==> src/rtl/dmem_lsu.sv <==
// Load/store unit between the execute stage and a word-wide data memory.
// Handles byte/half/word accesses, read-modify-write for sub-word stores and
// sign/zero extension for loads. Optional macro LSU_MISALIGN_TRAP_EN turns
// misaligned half/word accesses into errors; otherwise low bits are ignored.
module dmem_lsu #(
    parameter int unsigned ADDR_W    = 32,
    parameter int unsigned MEM_WORDS = 1024
) (
    input  logic              clk,
    input  logic              rst,
    input  logic              req_valid,
    output logic              req_ready,
    input  logic              req_we,
    input  logic [1:0]        req_size,
    input  logic              req_unsigned,
    input  logic [ADDR_W-1:0] req_addr,
    input  logic [31:0]       req_wdata,
    output logic              resp_valid,
    output logic [31:0]       resp_rdata,
    output logic              resp_err,
    output logic              mem_we,
    output logic [ADDR_W-1:0] mem_addr,
    output logic [31:0]       mem_wdata,
    input  logic [31:0]       mem_rdata
);

    typedef enum logic [1:0] {IDLE, RD, WR, RESP} state_t;

    localparam logic [1:0] SIZE_BYTE = 2'b00;
    localparam logic [1:0] SIZE_HALF = 2'b01;
    localparam logic [1:0] SIZE_WORD = 2'b10;
    localparam logic [1:0] SIZE_RSVD = 2'b11;

    // One extra bit so the limit itself is representable for any ADDR_W.
    localparam logic [ADDR_W:0] ADDR_LIMIT = ((ADDR_W + 1)'(MEM_WORDS)) << 2;

    state_t            state_q, state_d;
    logic [ADDR_W-1:0] addr_q;
    logic              we_q;
    logic [1:0]        size_q;
    logic              uns_q;
    logic [31:0]       wdata_q;
    logic [31:0]       word_q;
    logic              err_q;
    logic              req_err;
    logic              accept;
    logic [31:0]       merged;

    assign accept = req_valid && (state_q == IDLE);

    // Classify an incoming request as rejected before it touches memory.
    always_comb begin
        req_err = 1'b0;
        if (req_size == SIZE_RSVD) req_err = 1'b1;
        if ({1'b0, req_addr} >= ADDR_LIMIT) req_err = 1'b1;
`ifdef LSU_MISALIGN_TRAP_EN
        if (req_size == SIZE_HALF && req_addr[0]) req_err = 1'b1;
        if (req_size == SIZE_WORD && req_addr[1:0] != 2'b00) req_err = 1'b1;
`endif
    end

    // State register plus latched request fields and the captured memory word.
    always_ff @(posedge clk) begin
        if (rst) begin
            state_q <= IDLE;
            addr_q  <= '0;
            we_q    <= 1'b0;
            size_q  <= 2'b00;
            uns_q   <= 1'b0;
            wdata_q <= '0;
            word_q  <= '0;
            err_q   <= 1'b0;
        end else begin
            state_q <= state_d;
            if (accept) begin
                addr_q  <= req_addr;
                we_q    <= req_we;
                size_q  <= req_size;
                uns_q   <= req_unsigned;
                wdata_q <= req_wdata;
                err_q   <= req_err;
            end
            if (state_q == RD) word_q <= mem_rdata;
        end
    end

    // Next-state: errors skip memory, word stores skip the read phase.
    always_comb begin
        state_d = state_q;
        unique case (state_q)
            IDLE: begin
                if (req_valid) begin
                    if (req_err) state_d = RESP;
                    else if (req_we && req_size == SIZE_WORD) state_d = WR;
                    else state_d = RD;
                end
            end
            RD:      state_d = we_q ? WR : RESP;
            WR:      state_d = RESP;
            default: state_d = IDLE;
        endcase
    end

    // Write data: replace the addressed lane of the captured word.
    always_comb begin
        merged = word_q;
        case (size_q)
            SIZE_BYTE: merged[8 * addr_q[1:0] +: 8] = wdata_q[7:0];
            SIZE_HALF: merged[16 * addr_q[1] +: 16] = wdata_q[15:0];
            default:   merged = wdata_q;
        endcase
    end

    // Load data: pick the lane and extend; zero for stores and errors.
    always_comb begin
        resp_rdata = '0;
        if (state_q == RESP && !err_q && !we_q) begin
            case (size_q)
                SIZE_BYTE: begin
                    resp_rdata[7:0]  = word_q[8 * addr_q[1:0] +: 8];
                    resp_rdata[31:8] = {24{!uns_q && resp_rdata[7]}};
                end
                SIZE_HALF: begin
                    resp_rdata[15:0]  = word_q[16 * addr_q[1] +: 16];
                    resp_rdata[31:16] = {16{!uns_q && resp_rdata[15]}};
                end
                default: resp_rdata = word_q;
            endcase
        end
    end

    // Memory port and handshake outputs decoded from the state. A reset
    // arriving in WR suppresses the write so an aborted RMW never lands.
    always_comb begin
        req_ready  = (state_q == IDLE);
        resp_valid = (state_q == RESP);
        resp_err   = (state_q == RESP) && err_q;
        mem_we     = (state_q == WR) && !rst;
        mem_addr   = '0;
        mem_wdata  = '0;
        if (state_q == RD || state_q == WR) mem_addr = {addr_q[ADDR_W-1:2], 2'b00};
        if (state_q == WR) mem_wdata = merged;
    end

endmodule
==> config.mk <==
export PLATFORM = sky130hd
export DESIGN_NAME = dmem_lsu
export DESIGN_NICKNAME = d
export VERILOG_FILES = /design/src/rtl/dmem_lsu.sv
export SDC_FILE = /design/constraint.sdc
export NUM_CORES = 1
export LEC_CHECK = 0
export CAP_MARGIN = 10
export CORE_MARGIN = 8
export CORE_UTILIZATION = 41
export CTS_CLUSTER_DIAMETER = 100
export DETAILED_ROUTE_END_ITERATION = 10
export PLACE_DENSITY = 0.75
export SKIP_LAST_GASP = 1
export SYNTH_ARGS = -nofsm -noshare
export SYNTH_HDL_FRONTEND = slang
export SYNTH_SLANG_ARGS = --single-unit
==> constraint.sdc <==
create_clock -name clk -period 2 [get_ports clk]
set_input_delay 0.2 -clock clk [delete_from_list [all_inputs] [get_ports clk]]
set_output_delay 0.2 -clock clk [all_outputs]
set_load 0.1 [all_outputs]
==> results of run 1 <==
==> logic make-up (layout without fill, tap and decap cells) <==
family,count (synthesis),count (layout)
mux,50,50
simple gates,306,306
buf+inv,80,284
flops,103,103
other cells,1,2
compound gates,195,195
fa+ha+maj,9,9
==> flip-flops by register name (all words and copies together), names as in the netlist <==
| register | count |
|---|---|
| wdata_q | 32 |
| word_q | 32 |
| state_q | 2 |
| uns_q | 1 |
| we_q | 1 |
| size_q | 2 |
| err_q | 1 |
| addr_q | 32 |
==> stage by stage <==
stage	util, %	hold slack [ps]	worst slack, ps
after detailed placement	70.8	442	-108
after global placement	70.8	437	-24.0
after floorplan	-	329	-241
after CTS	74.5	204	-407
after global routing	74.7	219	-486
final	74.7	218	-399
==> power breakdown <==
group	total, W	switching [W]	internal, W
clock	0.00167	0.000818	0.000852
sequential	0.00302	0.000536	0.00249
combinational	0.00759	0.00464	0.00295
total	0.0123	0.00599	0.00629
==> worst paths after layout <==
kind / slack [ps] / to / start
min: 220 / addr_q[16] / rst
max reg2reg: 500 / addr_q[14] / state_q[1]
max: -400 / mem_wdata[19] / addr_q[1]
min reg2reg: 450 / addr_q[15] / addr_q[15]
==> critical path, cell delays in order (launching register included) <==
cell and delay (ps):
dfxtp_4 390, inv_6 50, ha_4 210, nor2b_1 130, a32o_2 380, a221oi_2 300
buf_4 160, nor2_4 30, buf_12 170
==> per-layer routing <==
layer | vias to the layer above | share of wire [%] | GRT usage (%)
li1 | 2970 | - | -
met1 | 2960 | 40 | 29.2
met2 | 236 | 49 | 40.9
met3 | 28 | 8.8 | 7.57
met4 | 2 | 1.9 | 7.36
met5 | - | 0.036 | 0
==> cell type report <==
cell class	count	area [um2]
inverter	16	67.6
clock inverter	5	41.3
sequential	103	2070
clock buffer	10	229
fill	980	3450
timing repair buffer	253	3440
multi-input combinational	562	4140
tap	180	225
==> repair_timing <==
item,4_1_cts,5_1_grt
cloned,0,0
pin swaps,27,17
hold buffers,0,0
setup buffers,6,1
gates resized for setup,44,6
setup endpoints to repair,64,64
==> cell usage after synthesis, types with 7 or more instances <==
cell type	count	area, um2
and2_1	32	200
dfxtp_1	103	2060
nand2_1	159	597
clkbuf_1	47	176
a22oi_1	8	60.1
a21oi_1	90	450
buf_2	11	55.1
nand3_1	10	50.1
o21ai_0	28	140
a221oi_1	8	70.1
mux2_2	7	78.8
nor2b_1	19	119
mux2i_1	42	420
a21boi_0	7	52.6
a222oi_1	8	80.1
a211oi_1	7	52.6
nor2_1	62	233
ha_1	9	113
o221a_2	7	78.8
inv_1	16	60.1
a221o_1	8	80.1
a22o_1	8	70.1
a31oi_1	8	50.1
==> impl_results.md, run 1 <==
* Register area share after synthesis at 36.4%
* Syn_area_per_cell at 7.62 um2
* Worst VDD drop at 0.828 mV
* Commonest cells after routing, fill and taps aside: 149 x nand2_1, 102 x buf_12, 101 x clkdlybuf4s50_1
* Placed Cells at 1107
* DRT iter0 DRCs at 579
* Post-synth cell types at 48
* Slew Limit Fails at 0
* Synth Flop Type: dfxtp_1
* Adder-Cell Fraction of Synth Area at 1.99%
* Routed WL at 22100 um
* Failing checks: negative setup slack
* CTS tree: yes
* Total GRT Usage at 24.4%
* Area share of and/or/nand/nor cells after synthesis at 24.0%
* Clock sink total at 103
* Half-perimeter wire length after placement at 16800 um
* Critical path data required time at 1800 ps
* Post-DRT Antenna Nets at 0
* Initial antenna violation count at 1
* Final Critical Period at 2400 ps
* Crit path DAT at 2200 ps
* CP Class: reg -> out
* Vias per inst at 5.49
* Yosys warns at 0
* Vias in the first global route at 6192
* Worst-path fanout max at 8
* Die X at 134 um
* Commonest non-fill, non-tap cell in the layout: nand2_1
* First-pass GRT wire length at 34600 um
* Pwr/cell area at 1200 nW/um2
* Clk buf depth at 2
* Vias post-DR at 6196
* Buffers on Ports at 200
* Starting Density at 41.5%
* Power consumption at 0.0123 W
* Total gr overflow at 0
* Core area at 13700 um2
* R2r worst-path depth at 6
* WL/cell at 19.5 um
* CP Capture Type: primary output
* Hold Path Cell Cnt at 2
* Clock Latency Late Sink at 360 ps
* Reg clk slew, reported paths at 70 ps
* XOR/XNOR Fraction of Synth Area at 0%
* Largest net degree at the start of global routing at 51
* Num CTS Buffers at 9
* Actual transition at the worst max-transition pin at 511 ps
* Mapped Cells at 744
* Placer Congestion at 0.867
* Ports at 203
* CTS H-tree lvls at 3
* Die Ht at 134 um
* Number of flops mapped to enable cells by yosys at 0
* Max-Cap Viols at 0
* Final instance area at 10200 um2
* Placed instance area at 9670 um2
* Final net count at 1057
* Mapped cell area at 5670 um2
* Final setup viols at 64
* Mux share of post-synthesis cell area at 9.07%
* Largest family of logic cells by synthesized area: simple AND/OR/NAND/NOR gates
* Final setup margin at -399 ps
* Synth Area in Compound Gates at 22.5%
* Worst setup SP type: flop
* Final hold violations at 0
* Die area at 17800 um2
* RSZ-0062 raised after global routing: true
* ANT cells at 0
* Fmax at 0.417 GHz
* Setup TNS at -20730 ps
* Slew Limit Headroom at 65.9%
* Clk root buf: clkbuf_16
* Async SR Flop Fraction at 0%
* DRC viols at 0
* Status: complete, but fails checks
* Synthesized flop and latch total at 103
* Static Leakage at 3.65 nW
* Worst hold path class: in -> reg
* First-pass DRT Iterations at 7
* Num rows at 43
* Final Skew at 6.52 ps
* Final std cells w/o fill at 1129
* Layout cells sized above 1 at 31.8%
* Fin crit share at 120%
* Area delta synth->final at 80.2%
Note: power is estimated with default switching activity, not from simulation.
==> run 2: changes to the inputs <==
Settings changed: SLEW_MARGIN from default to 20.
==> results of run 2 <==
Final layout, timing and power as in run 1 (identical DEF).
